<file path="config.mk">
export PLATFORM = sky130hd
export DESIGN_NAME = trig_rom_arbiter_flat
export DESIGN_NICKNAME = d
export VERILOG_FILES = /design/src/rtl/trig_rom_arbiter_if.sv /design/src/rtl/trig_rom_arbiter.sv /design/src/flat_wrapper.sv
export SDC_FILE = /design/constraint.sdc
export NUM_CORES = 1
export LEC_CHECK = 0
export BUFFER_PORTS_ARGS = -buffer_cell sky130_fd_sc_hd__buf_2
export CAP_MARGIN = 25
export CORE_MARGIN = 5
export CORE_UTILIZATION = 48
export CTS_CLUSTER_DIAMETER = 120
export CTS_CLUSTER_SIZE = 16
export DETAILED_ROUTE_END_ITERATION = 10
export PLACE_DENSITY = 0.84
export SLEW_MARGIN = 20
export SYNTH_ARGS = -nofsm -noshare
export SYNTH_HDL_FRONTEND = slang
export SYNTH_SLANG_ARGS = --single-unit
export TNS_END_PERCENT = 50
</file>
<file path="constraint.sdc">
create_clock -name Clk -period 3.7 [get_ports Clk]
set_input_delay 0.74 -clock Clk [delete_from_list [all_inputs] [get_ports Clk]]
set_output_delay 0.74 -clock Clk [all_outputs]
set_load 0.1 [all_outputs]
</file>
<file path="src/rtl/trig_rom_arbiter_if.sv">
// Request, grant, ROM and response bundle shared by the two ship controllers,
// the trig ROM and the arbiter.
interface trig_rom_arbiter_if #(
   parameter int ANGLE_W = 8,
   parameter int DATA_W  = 20
);
   logic               req_p1;
   logic [ANGLE_W-1:0] angle_p1;
   logic               req_p2;
   logic [ANGLE_W-1:0] angle_p2;
   logic               gnt_p1;
   logic               gnt_p2;
   logic [ANGLE_W-1:0] rom_addr;
   logic               rom_rd;
   logic [DATA_W-1:0]  rom_q;
   logic               rsp_valid_p1;
   logic               rsp_valid_p2;
   logic [DATA_W-1:0]  rsp_data;
   logic               busy;

   modport slave (
      input  req_p1, angle_p1, req_p2, angle_p2, rom_q,
      output gnt_p1, gnt_p2, rom_addr, rom_rd,
             rsp_valid_p1, rsp_valid_p2, rsp_data, busy
   );

   modport master (
      output req_p1, angle_p1, req_p2, angle_p2, rom_q,
      input  gnt_p1, gnt_p2, rom_addr, rom_rd,
             rsp_valid_p1, rsp_valid_p2, rsp_data, busy
   );
endinterface

</file>
<file path="src/rtl/trig_rom_arbiter.sv">
// Two-requester round-robin front end for a shared synchronous trig ROM.
// Pipeline: S1 grant/issue, S2 ROM access, S3 tagged response.
module trig_rom_arbiter #(
   parameter int ANGLE_W = 8,
   parameter int DATA_W  = 20
) (
   input  logic               Clk,
   input  logic               Reset_n,
   trig_rom_arbiter_if.slave  bus
);

   logic               elig_p1;
   logic               elig_p2;
   logic               pick_p1;
   logic               pick_p2;

   logic               last_p1_q;
   logic               gnt_p1_q;
   logic               gnt_p2_q;
   logic [ANGLE_W-1:0] rom_addr_q;
   logic               s1_valid;

   logic               s2_valid_q;
   logic               s2_p2_q;

   logic               rsp_valid_p1_q;
   logic               rsp_valid_p2_q;
   logic [DATA_W-1:0]  rsp_data_q;

   // A requester granted this cycle still shows its held-over req; mask it so
   // the other side gets the next slot and a lone requester waits one cycle.
   always_comb begin
      elig_p1 = bus.req_p1 & ~gnt_p1_q;
      elig_p2 = bus.req_p2 & ~gnt_p2_q;
      pick_p1 = elig_p1 & (~elig_p2 | ~last_p1_q);
      pick_p2 = elig_p2 & ~pick_p1;
   end

   always_ff @(posedge Clk or negedge Reset_n) begin
      if (!Reset_n) begin
         gnt_p1_q   <= 1'b0;
         gnt_p2_q   <= 1'b0;
         rom_addr_q <= '0;
         last_p1_q  <= 1'b0;
      end else begin
         gnt_p1_q <= pick_p1;
         gnt_p2_q <= pick_p2;
         if (pick_p1) begin
            rom_addr_q <= bus.angle_p1;
         end else if (pick_p2) begin
            rom_addr_q <= bus.angle_p2;
         end
         if (pick_p1 | pick_p2) begin
            last_p1_q <= pick_p1;
         end
      end
   end

   assign s1_valid = gnt_p1_q | gnt_p2_q;

   always_ff @(posedge Clk or negedge Reset_n) begin
      if (!Reset_n) begin
         s2_valid_q <= 1'b0;
         s2_p2_q    <= 1'b0;
      end else begin
         s2_valid_q <= s1_valid;
         s2_p2_q    <= gnt_p2_q;
      end
   end

   // rom_q is valid during S2, so it is captured at the edge leaving S2.
   always_ff @(posedge Clk or negedge Reset_n) begin
      if (!Reset_n) begin
         rsp_valid_p1_q <= 1'b0;
         rsp_valid_p2_q <= 1'b0;
         rsp_data_q     <= '0;
      end else begin
         rsp_valid_p1_q <= s2_valid_q & ~s2_p2_q;
         rsp_valid_p2_q <= s2_valid_q &  s2_p2_q;
         if (s2_valid_q) begin
            rsp_data_q <= bus.rom_q;
         end
      end
   end

   assign bus.gnt_p1       = gnt_p1_q;
   assign bus.gnt_p2       = gnt_p2_q;
   assign bus.rom_rd       = s1_valid;
   assign bus.rom_addr     = rom_addr_q;
   assign bus.rsp_valid_p1 = rsp_valid_p1_q;
   assign bus.rsp_valid_p2 = rsp_valid_p2_q;
   assign bus.rsp_data     = rsp_data_q;
   assign bus.busy         = s1_valid | s2_valid_q | rsp_valid_p1_q | rsp_valid_p2_q;

   a_one_grant : assert property (@(posedge Clk) disable iff (!Reset_n)
      !(gnt_p1_q && gnt_p2_q));

endmodule

</file>
<file path="src/flat_wrapper.sv">
// flat-port wrapper written by rule: the top's interface ports become plain ports
module trig_rom_arbiter_flat 
#(
   parameter int ANGLE_W = 8,
   parameter int DATA_W  = 20
)
  (Clk, Reset_n, bus_req_p1, bus_angle_p1, bus_req_p2, bus_angle_p2, bus_rom_q, bus_gnt_p1, bus_gnt_p2, bus_rom_addr, bus_rom_rd, bus_rsp_valid_p1, bus_rsp_valid_p2, bus_rsp_data, bus_busy);
  trig_rom_arbiter_if #(.ANGLE_W(ANGLE_W), .DATA_W(DATA_W)) bus_i ();
  input  logic Clk;
  input  logic Reset_n;
  input wire logic [$bits(bus_i.req_p1)-1:0] bus_req_p1;
  input wire logic [$bits(bus_i.angle_p1)-1:0] bus_angle_p1;
  input wire logic [$bits(bus_i.req_p2)-1:0] bus_req_p2;
  input wire logic [$bits(bus_i.angle_p2)-1:0] bus_angle_p2;
  input wire logic [$bits(bus_i.rom_q)-1:0] bus_rom_q;
  output wire logic [$bits(bus_i.gnt_p1)-1:0] bus_gnt_p1;
  output wire logic [$bits(bus_i.gnt_p2)-1:0] bus_gnt_p2;
  output wire logic [$bits(bus_i.rom_addr)-1:0] bus_rom_addr;
  output wire logic [$bits(bus_i.rom_rd)-1:0] bus_rom_rd;
  output wire logic [$bits(bus_i.rsp_valid_p1)-1:0] bus_rsp_valid_p1;
  output wire logic [$bits(bus_i.rsp_valid_p2)-1:0] bus_rsp_valid_p2;
  output wire logic [$bits(bus_i.rsp_data)-1:0] bus_rsp_data;
  output wire logic [$bits(bus_i.busy)-1:0] bus_busy;
  assign bus_i.req_p1 = bus_req_p1;
  assign bus_i.angle_p1 = bus_angle_p1;
  assign bus_i.req_p2 = bus_req_p2;
  assign bus_i.angle_p2 = bus_angle_p2;
  assign bus_i.rom_q = bus_rom_q;
  assign bus_gnt_p1 = bus_i.gnt_p1;
  assign bus_gnt_p2 = bus_i.gnt_p2;
  assign bus_rom_addr = bus_i.rom_addr;
  assign bus_rom_rd = bus_i.rom_rd;
  assign bus_rsp_valid_p1 = bus_i.rsp_valid_p1;
  assign bus_rsp_valid_p2 = bus_i.rsp_valid_p2;
  assign bus_rsp_data = bus_i.rsp_data;
  assign bus_busy = bus_i.busy;
  trig_rom_arbiter #(.ANGLE_W(ANGLE_W), .DATA_W(DATA_W)) u_core (.Clk(Clk), .Reset_n(Reset_n), .bus(bus_i));
endmodule
</file>
Word level (Yosys, flattened, before mapping)
Cells that the tools add are included.
Storage, ports and cells
  input bits: 40
  RAM bits: 0
  bits in latches: 0
  memory bits (read-only): 0
  memories: 0
  output and inout port bits: 34
  register bits after elaboration: 35
Cells by class
  order comparisons: 0
  equality and inequality tests: 0
  divide/modulo/power cells: 0
  bitwise logic cells: 18
  multipliers: 0
  reductions and logical operators: 1
  muxes and demuxes: 2
  add/sub/neg operators: 0
  shift operators: 0
Operator list (count)
  2-to-1 mux 8 bit: 2
  AND 1 bit: 6
  NOT 1 bit: 6
  OR 1 bit: 6
  nonzero test 2 bit: 1

Logic depth before layout (Yosys ltp)
Gate-level depths: netlist (run 1).
  depth after elaboration: 9
  gate-level depth with buffers: 4
  mapped depth without buffers: 3

Worst setup path after synthesis (run 1)
OpenSTA, ideal clock, no wires.
  path type: reg-to-output
  start point: register u_core.gnt_p1_q, in the netlist u_core.bus.gnt_p1
  end point: output bus_busy
  setup slack: 0.344 ns
  buffers on the path: 0
  cell stages (with the launch flop): 3
  required time: 2.960 ns
  arrival: 2.616 ns
  path through: dfrtp_1 -> or2_1 -> or4_1
Between the ends
  word-level cells in the longest chain between the ends: 4
Ends and longest elaborated chain
  start: declaration: line trig_rom_arbiter.sv:18  | logic gnt_p1_q;
  start signal: assignment: line trig_rom_arbiter.sv:46  | gnt_p1_q <= pick_p1;
  OR 1 bit: line trig_rom_arbiter.sv:59  | assign s1_valid = gnt_p1_q | gnt_p2_q;
  net bus_rom_rd: line flat_wrapper.sv:19  | output wire logic [$bits(bus_i.rom_rd)-1:0] bus_rom_rd;
  OR 1 bit (3 in series): line trig_rom_arbiter.sv:93  | assign bus.busy = s1_valid | s2_valid_q | rsp_valid_p1_q | rsp_valid_p2_q;
  end: declaration: line flat_wrapper.sv:23  | output wire logic [$bits(bus_i.busy)-1:0] bus_busy;
The timed path passes the listed nets, and every way through them passes these cells.

Worst setup path after layout (run 1)
  start point: register u_core.s2_valid_q
  end point: output bus_busy
Between the ends
  word-level cells in the longest chain between the ends: 3
Ends and longest elaborated chain
  start: declaration: line trig_rom_arbiter.sv:23  | logic s2_valid_q;
  start signal: assignment: line trig_rom_arbiter.sv:66  | s2_valid_q <= s1_valid;
  OR 1 bit (3 in series): line trig_rom_arbiter.sv:93
Every way passes these cells.

==> results of run 1 <==
## sequential cells by signal, indices dropped and copies added (netlist names)
| name | cells |
|---|---|
| u_core.bus.gnt_p2 | 1 |
| u_core.bus.rom_addr | 8 |
| u_core.bus.rsp_valid_p1 | 1 |
| u_core.bus.gnt_p1 | 1 |
| u_core.s2_p2_q | 1 |
| u_core.s2_valid_q | 1 |
| u_core.bus.rsp_data | 20 |
| u_core.bus.rsp_valid_p2 | 1 |
| u_core.last_p1_q | 1 |
## synth_stat cells
master,count
clkbuf_1,1
nand2b_1,1
mux2_2,20
buf_4,1
or4_1,1
buf_2,2
a31oi_4,1
or2_1,1
nor3b_4,1
nor3_1,8
a21o_2,1
dfrtp_1,35
nor2b_1,1
a221oi_2,8
nand2b_4,1
inv_1,17
nor2_1,1
and2_1,2
## metal layers
layer	vias up	global-route usage, %	wire length, um
met5	-	0	0
met1	505	17.5	1160
met3	6	6.93	320
met4	0	7.39	59
li1	505	-	-
met2	49	26.8	1520
## power breakdown
group / total, uW / leakage (uW) / internal (uW) / switching [uW]
Sequential: 545 / 0.000409 / 477 / 68.7
Clock: 197 / 0.0000282 / 73.3 / 124
Combinational: 988 / 0.000533 / 176 / 812
## worst max path at each step
stage                 startpoint  endpoint  slack [ps]  depth (start not counted)
2_1_floorplan  u_core.bus.gnt_p1  bus_busy         340                          2
3_3_place_gp   u_core.s2_valid_q  bus_busy        1390                          2
3_5_place_dp   u_core.s2_valid_q  bus_busy        1360                          2
4_1_cts        u_core.s2_valid_q  bus_busy         980                          2
5_1_grt        u_core.s2_valid_q  bus_busy         880                          2
6_report       u_core.s2_valid_q  bus_busy        1010                          2
## per-stage QoR
step           area (um2)  utilization, %  setup WS [ps]  cells  hold slack [ps]
2_1_floorplan        1450               -            344    103              395
3_3_place_gp         1840            61.7           1390    205              411
3_5_place_dp         1840            61.7           1360    205              408
4_1_cts              1890            63.5            982    213              433
5_1_grt              1890            63.5            877    213              465
6_report             1890            63.5           1010    213              427
## final cells by class
type / count / area [um2] / share of cell area (%)
flip-flops and latches: 35 / 876 / 46.3
clock inverters: 2 / 12.5 / 0.662
clock buffers: 6 / 41.3 / 2.18
well taps: 33 / 41.3 / 2.18
inverters: 17 / 63.8 / 3.38
multi-input cells: 47 / 490 / 25.9
repair buffers: 73 / 365 / 19.3
## logic make-up after synthesis
| kind of cell | after synthesis | synth area share [%] |
|---|---|---|
| AOI/OAI and AO/OA | 10 | 10.3 |
| buffers and inverters | 21 | 5.86 |
| DFF | 35 | 60.3 |
| muxes | 20 | 15.5 |
| and+or+nand+nor | 17 | 7.93 |
==> results.yml, run 1 <==
outcome:
  status: "completed"
placed_design:
  io_buffers: 73
  gp_congestion: 0.721
  dp_hpwl_um: 2370
detailed_routing:
  ant_nets: 0
  vias_per_cell: 5.00
  drtIter0Drc: 27
  dr_total_vias: 1065
  first_pass_iters: 2
  wl_um: 3060
  wl_per_cell_um: 14.4
  post-route-drc-count: 0
sta:
  finClkSkew_ps: 7.48
  fin_tns_setup_ps: 0
  finalCritPeriodShare_pct: 72.7
  max_freq_mhz: 372
  finalHoldViolations: 0
  setup_viol: 0
  rsz0062_at_grt: "no"
  tightestPinTransition_ps: 819
  relSlewSlack_pct: 45.4
  fin_crit_ps: 2690
  slew_violations: 0
clock_tree:
  clock_path_buffers: 2
  cts_made_buffers: 5
  cts-resized-gates: 0
  clock_latency_ps: 330
  clkSlewWorstSetupHoldPaths_ps: 100
  h-tree-depth: 2
  cts_root_buffer: "clkbuf_4"
  cts_tree: "built"
  cts.sinks: 35
  postCtsSetupBuffers: 0
  cts-hold-fix-buffers: 0
worst_hold_path:
  whs_endpoint: "u_core.bus.rsp_valid_p1"
  min-delay-start: "u_core.s2_p2_q"
  hold_depth: 1
  min_path_type: "reg -> reg"
synthesis:
  yosysUniqueCellTypes: 18
  syn_avg_cell_area_um2: 14.1
  synth-seq-cells: 35
  ys_warn_count: 0
  synth_area_um2: 1450
  synth.largest_area_cell: "dfrtp_1"
  ys_top_cells_by_area: "dfrtp_1 60%, mux2_2 16%, a221oi_2 8.3%"
  synthCells: 103
  yosysSeqAreaShare_pct: 60.3
  synth_top_area_share_pct: 60.3
  syn_nets: 143
pwr:
  totalPowerFinal_uw: 1730
  powerDensity_nw_per_um2: 915
  vdd_drop_max_mv: 0.362
  leakage_uw: 0.000970
critical_path:
  r2r_start: "u_core.bus.gnt_p2"
  crit_fanout: 23
  worst_ep_arrival_time_ps: 1950
  cp-start-kind: "flop"
  r2r_end: "u_core.bus.rom_addr[0]"
  cp_slowest_cell: "dfrtp_1"
  cp_num_buf_inv: 1
  cp_slowest_stage_delay_ps: 700
  crit_chain: "or4_1 -> buf_2"
  r2r_setup_slack_ps: 2200
  reg2reg_depth: 3
  crit_type: "reg -> out"
  crit_family: "flip-flops"
  endpoint_kind: "output pin"
  crit_required_ps: 2960
floorplanning:
  row_count: 20
  core_area_um2: 2980
  ioPinCount: 74
  die_area_um2: 4220
  die_y_um: 65.0
  die_w_um: 65.0
  start_util_pct: 48.7
global_route:
  grt-ovfl-total: 0
  grt_pass1_vias: 1171
  grt_first_pass_wirelength_um: 5080
  grt_max_degree: 36
  antenna_found_initial: 0
  grt.total_usage_pct: 16.1
final_layout:
  final_nets: 219
  fillers: 248
  area_growth_pct: 30.3
  final_common_cell: "buf_2"
  layout-drive-gt1-share_pct: 62.2
  diodes: 0
  final_cell_mix: "73 x buf_2, 35 x dfrtp_1, 20 x mux2_2"
flow_run:
  drv_cap: 0
No activity file was read; power rests on OpenSTA's default activity.
==> run 2, diff against run 1 <==
--- a/config.mk
+++ b/config.mk
@@ -8,11 +8,11 @@
 export BUFFER_PORTS_ARGS = -buffer_cell sky130_fd_sc_hd__buf_2
 export CAP_MARGIN = 25
 export CORE_MARGIN = 5
-export CORE_UTILIZATION = 48
+export CORE_UTILIZATION = 40
 export CTS_CLUSTER_DIAMETER = 120
 export CTS_CLUSTER_SIZE = 16
 export DETAILED_ROUTE_END_ITERATION = 10
-export PLACE_DENSITY = 0.84
+export PLACE_DENSITY = 0.75
 export SLEW_MARGIN = 20
 export SYNTH_ARGS = -nofsm -noshare
 export SYNTH_HDL_FRONTEND = slang
==> constraint.sdc (replaced) <==
create_clock -name Clk -period 2.3 [get_ports Clk]
set_input_delay 0.46 -clock Clk [delete_from_list [all_inputs] [get_ports Clk]]
set_output_delay 0.46 -clock Clk [all_outputs]
set_load 0.1 [all_outputs]
==> run 2 against run 1 <==
First-iteration DRC count increased by 33%; worst hold slack worse by 240 ps; combinational power up 65%; final cell count up 6.6%; highest routed layer unchanged; sequential cell count did not move; count of clock-buffer cells in the layout rose by 1; total power grew 61%; die area increased by 17%; largest power group unchanged; core utilization down 7.3 points; clock power grew 55%; design area rose by 1.5%; critical path type unchanged; global-route usage decreased by 2.0 points.
==> results.yml, run 2 (same netlist as run 1, synthesis figures left out) <==
outcome:
  status: "completed"
sta:
  fin_crit_ps: 2200
  max_freq_mhz: 454
  fin_tns_setup_ps: 0
  tightestPinTransition_ps: 749
  rsz0062_at_grt: "no"
  setup_viol: 0
  finClkSkew_ps: 12.8
  finalCritPeriodShare_pct: 95.8
  relSlewSlack_pct: 50.1
  slew_violations: 0
  setup_ws_ps: 95.9
  finalHoldViolations: 0
critical_path:
  crit_chain: "or2_4 -> or4_4 -> buf_2"
  reg2reg_depth: 3
  cp_slowest_stage_delay_ps: 440
  crit_required_ps: 1840
  crit_family: "simple AND/OR/NAND/NOR gates"
  crit_type: "reg -> out"
  crit_fanout: 5
  cp_slowest_cell: "dfrtp_2"
  cp_num_buf_inv: 1
  worst_ep_arrival_time_ps: 1740
  cp.depth: 3
  cp-start-kind: "flop"
  endpoint_kind: "output pin"
final_layout:
  diodes: 0
  area_growth_pct: 32.2
  final_cell_mix: "73 x buf_2, 33 x dfrtp_1, 20 x mux2_2"
  fin_cells: 227
  final_common_cell: "buf_2"
  fillers: 315
  multi_input_area_um2: 497
  final_nets: 220
  largest_reg_flops: 20
  layout-drive-gt1-share_pct: 64.1
  regArea_um2: 878
  utilization_pct: 56.2
pwr:
  vdd_drop_max_mv: 0.521
  leakage_uw: 0.000976
  powerDensity_nw_per_um2: 1450
clock_tree:
  clkSlewWorstSetupHoldPaths_ps: 100
  cts-hold-fix-buffers: 0
  cts.sinks: 35
  cts_root_buffer: "clkbuf_4"
  clock_latency_ps: 330
  clock_path_buffers: 2
  cts_made_buffers: 5
  cts_tree: "built"
  cts-resized-gates: 0
  h-tree-depth: 2
  postCtsSetupBuffers: 0
placed_design:
  dp_hpwl_um: 2500
  preCtsSetupSlack_ps: 437
  dp.cells: 219
  gp_congestion: 0.719
  io_buffers: 73
detailed_routing:
  met2_length_um: 1570
  drtIter0Drc: 36
  met3_length_um: 296
  wl_per_cell_um: 14.0
  highest_layer: "met4"
  vias_per_cell: 4.68
  post-route-drc-count: 0
  dr_total_vias: 1063
  ant_nets: 0
  first_pass_iters: 4
  wl_um: 3170
  wl_met1_um: 1260
global_route:
  grt-ovfl-total: 0
  antenna_found_initial: 0
  grt.total_usage_pct: 14.0
  grt_max_degree: 36
  grt_first_pass_wirelength_um: 5380
  grt_pass1_vias: 1165
flow_run:
  drv_cap: 0
floorplanning:
  die_y_um: 70.2
  die_w_um: 70.2
  core_area_um2: 3420
  row_count: 21
  start_util_pct: 42.5
  ioPinCount: 74
  die_area_um2: 4930
worst_hold_path:
  min_path_type: "in -> async"
## run 2: cell count changes in the layout (fill, tap and decap cells not counted)
cell / change
or2_4: +1
dfrtp_2: +2
clkinvlp_4: -1
clkbuf_1: +1
or4_1: -1
buf_4: +1
dfrtp_1: -2
or4_4: +1
or2_1: -1
## run 2: path summary, 6_finish.rpt
path	start	to	slack, ps
max in group asynchronous	Reset_n	u_core.bus.gnt_p2	1590
setup reg to reg	u_core.bus.gnt_p2	u_core.bus.rom_addr[6]	800
hold / removal	Reset_n	u_core.bus.rsp_data[19]	180
setup / recovery	u_core.bus.gnt_p2	bus_busy	100
hold reg to reg	u_core.s2_p2_q	u_core.bus.rsp_valid_p1	410
min in group Clk	bus_rom_q[13]	u_core.bus.rsp_data[13]	350
## run 2: worst reg2reg max path: stages, from the launching register on
cell	delay, ps
dfrtp_2	440
nand2b_1	320
and2_1	400
a221oi_2	270
## run 2: where the power goes
| group | leakage, uW | switching (uW) | internal (uW) |
|---|---|---|---|
| logic | 0.000540 | 1340 | 293 |
| registers | 0.000407 | 82.5 | 769 |
| clock network | 0.0000293 | 185 | 119 |
## run 2: final cells by class
type | count | area share (%)
Sequential cell | 35 | 45.8
Tap cell | 46 | 3.00
Clock inverter | 1 | 0.261
Inverter | 17 | 3.32
Timing Repair Buffer | 74 | 19.4
Multi-Input combinational cell | 47 | 25.9
Clock buffer | 7 | 2.35
## run 2: stage by stage
stage / cell area [um2] / total power (uW) / hold WS (ps)
floorplan: 1460 / 2240 / 164
global placement: 1870 / 2480 / 400
detailed placement: 1870 / 2510 / 409
CTS: 1920 / 2820 / 199
global route: 1920 / 2910 / 229
finish: 1920 / 2780 / 184
## run 2: routing by layer
layer / vias to the layer above / GRT usage (%)
met2: 51 / 23.0
met3: 5 / 6.74
li1: 506 / -
met4: 0 / 6.38
met1: 501 / 15.3
met5: - / 0
==> run 3, diff against run 2 <==
==> constraint.sdc (replaced) <==
create_clock -name Clk -period 2.3 [get_ports Clk]
set_input_delay 0.115 -clock Clk [delete_from_list [all_inputs] [get_ports Clk]]
set_output_delay 0.115 -clock Clk [all_outputs]
set_load 0.1 [all_outputs]
==> run 3 against run 2 <==
Maximum frequency grew 14%; via count increased by 6.3%; global-route usage increased by 1.3 points; sequential power hardly changed; die area stayed put; combinational power about the same; largest cell class unchanged; final cell count is 8.8% higher; sequential share of layout area shrank 4.5 points; worst hold slack worse by 170 ps; register-to-register slack got worse by 50 ps; first-iteration DRC count is 22% lower.
==> results.yml, run 3 (same netlist as run 1, synthesis figures left out) <==
clock_tree:
  clkSlewWorstSetupHoldPaths_ps: 100
  clock_latency_ps: 330
  h-tree-depth: 2
  cts_root_buffer: "clkbuf_4"
  cts.sinks: 35
  cts_tree: "built"
  clock_path_buffers: 2
  cts-resized-gates: 0
  cts_made_buffers: 5
sta:
  tightestPinTransition_ps: 745
  fin_crit_ps: 1930
  fin_tns_setup_ps: 0
  relSlewSlack_pct: 50.4
  finClkSkew_ps: 11.4
  slew_violations: 0
  finalCritPeriodShare_pct: 83.8
  finalHoldViolations: 0
  whs_ps: 18.5
  max_freq_mhz: 519
  rsz0062_at_grt: "no"
  setup_viol: 0
floorplanning:
  core_area_um2: 3420
  die_area_um2: 4930
  ioPinCount: 74
  die_w_um: 70.2
  row_count: 21
  start_util_pct: 42.5
  die_y_um: 70.2
detailed_routing:
  ant_nets: 0
  post-route-drc-count: 0
  first_pass_iters: 4
  dr_total_vias: 1130
  drtIter0Drc: 28
  vias_per_cell: 4.57
  wl_um: 3460
  wl_per_cell_um: 14.0
critical_path:
  cp_slowest_stage_delay_ps: 440
  crit_chain: "or2_2 -> or4_4 -> buf_2"
  crit_start: "u_core.bus.gnt_p1"
  r2r_end: "u_core.bus.rom_addr[6]"
  crit_fanout: 4
  r2r_setup_slack_ps: 750
  crit_type: "reg -> out"
  reg2reg_depth: 3
  r2r_start: "u_core.bus.gnt_p2"
  cp_slowest_cell: "dfrtp_1"
  cp-start-kind: "flop"
  worst_ep_arrival_time_ps: 1810
  endpoint_kind: "output pin"
  crit_required_ps: 2180
final_layout:
  final_cell_mix: "73 x buf_2, 35 x dfrtp_1, 20 x mux2_2, 20 x dlygate4sd3_1, 17 x inv_1"
  area_growth_pct: 46.2
  final_nets: 240
  diodes: 0
  largest_reg_flops: 20
  final_common_cell: "buf_2"
  layout-drive-gt1-share_pct: 57.7
global_route:
  grt_first_pass_wirelength_um: 5810
  grt.total_usage_pct: 15.3
  antenna_found_initial: 0
  grt-ovfl-total: 0
  grt_max_degree: 36
  grt_pass1_vias: 1241
pwr:
  p_seq_share_pct: 30.2
  vdd_drop_max_mv: 0.472
  powerDensity_nw_per_um2: 1330
  leakage_uw: 0.00106
  switching_share_pct: 57.7
  pwr-share-comb_pct: 58.6
  p_clk_share_pct: 11.2
  p_sw_uw: 1630
  p_int_uw: 1200
placed_design:
  gp_congestion: 0.770
  dp_hpwl_um: 2460
  io_buffers: 73
worst_hold_path:
  min-delay-start: "bus_angle_p1[1]"
  hold_depth: 3
  min_path_type: "in -> reg"
  whs_endpoint: "u_core.bus.rom_addr[1]"
outcome:
  status: "completed"
flow_run:
  drv_cap: 0
[run 3: cell count changes in the layout (fill, tap and decap cells not counted)]
cell | previous run | this run
or2_2 | 0 | 1
dfrtp_1 | 33 | 35
dlygate4sd3_1 | 0 | 20
clkbuf_1 | 2 | 0
dfrtp_2 | 2 | 0
or2_4 | 1 | 0
clkinvlp_4 | 0 | 2
[run 3: critical path: cells and delay by family (launching register included)]
kind / cells / cell delay, ps
DFF: 1 / 440
buffers and inverters: 1 / 310
and+or+nand+nor: 2 / 740
[run 3: area by class of cell]
class	instances	area, um2
fillers	267	1290
flip-flops and latches	35	876
repair buffers	94	573
multi-input cells	47	494
inverters	17	63.8
well taps	46	57.6
clock buffers	5	37.5
clock inverters	3	20.0
[run 3: through the flow]
stage | setup slack [ps] | cell area [um2] | total power [uW] | utilization (%) | std cells
after floorplan | 67.9 | 1460 | 2240 | - | 103
after global placement | 766 | 1860 | 2480 | 54.6 | 219
after detailed placement | 719 | 1860 | 2500 | 54.6 | 219
after CTS | 335 | 2100 | 2850 | 61.5 | 245
after global routing | 259 | 2120 | 2950 | 62.1 | 247
final | 373 | 2120 | 2830 | 62.1 | 247
[run 3: what timing repair did]
action	in CTS	in global routing
buffers inserted	0	0
hold buffers	18	2
hold endpoints to repair	52	2
setup endpoints to repair	0	0
[run 3: metal layers]
layer  GRT usage [%]  part of all wire, %  routed length (um)
met1            15.3                   39                1370
met2            26.2                   50                1740
met3            7.60                  8.1                 281
met4            7.23                  2.3                  80
met5               0                    0                   0
[run 3: how the worst max path moves through the flow]
stage / slack (ps) / depth (start not counted) / endpoint
4_1_cts: 330 / 3 / bus_busy
3_5_place_dp: 720 / 3 / bus_busy
5_1_grt: 260 / 3 / bus_busy
6_report: 370 / 3 / bus_busy
2_1_floorplan: 70 / 2 / bus_busy
3_3_place_gp: 770 / 3 / bus_busy
[run 3: power by group through the flow]
stage,combinational (uW),sequential [uW],clock [uW]
final,1660,854,317
after global routing,1720,873,363
after CTS,1660,854,330
after detailed placement,1640,866,0
after global placement,1620,855,0
after floorplan,329,1910,0
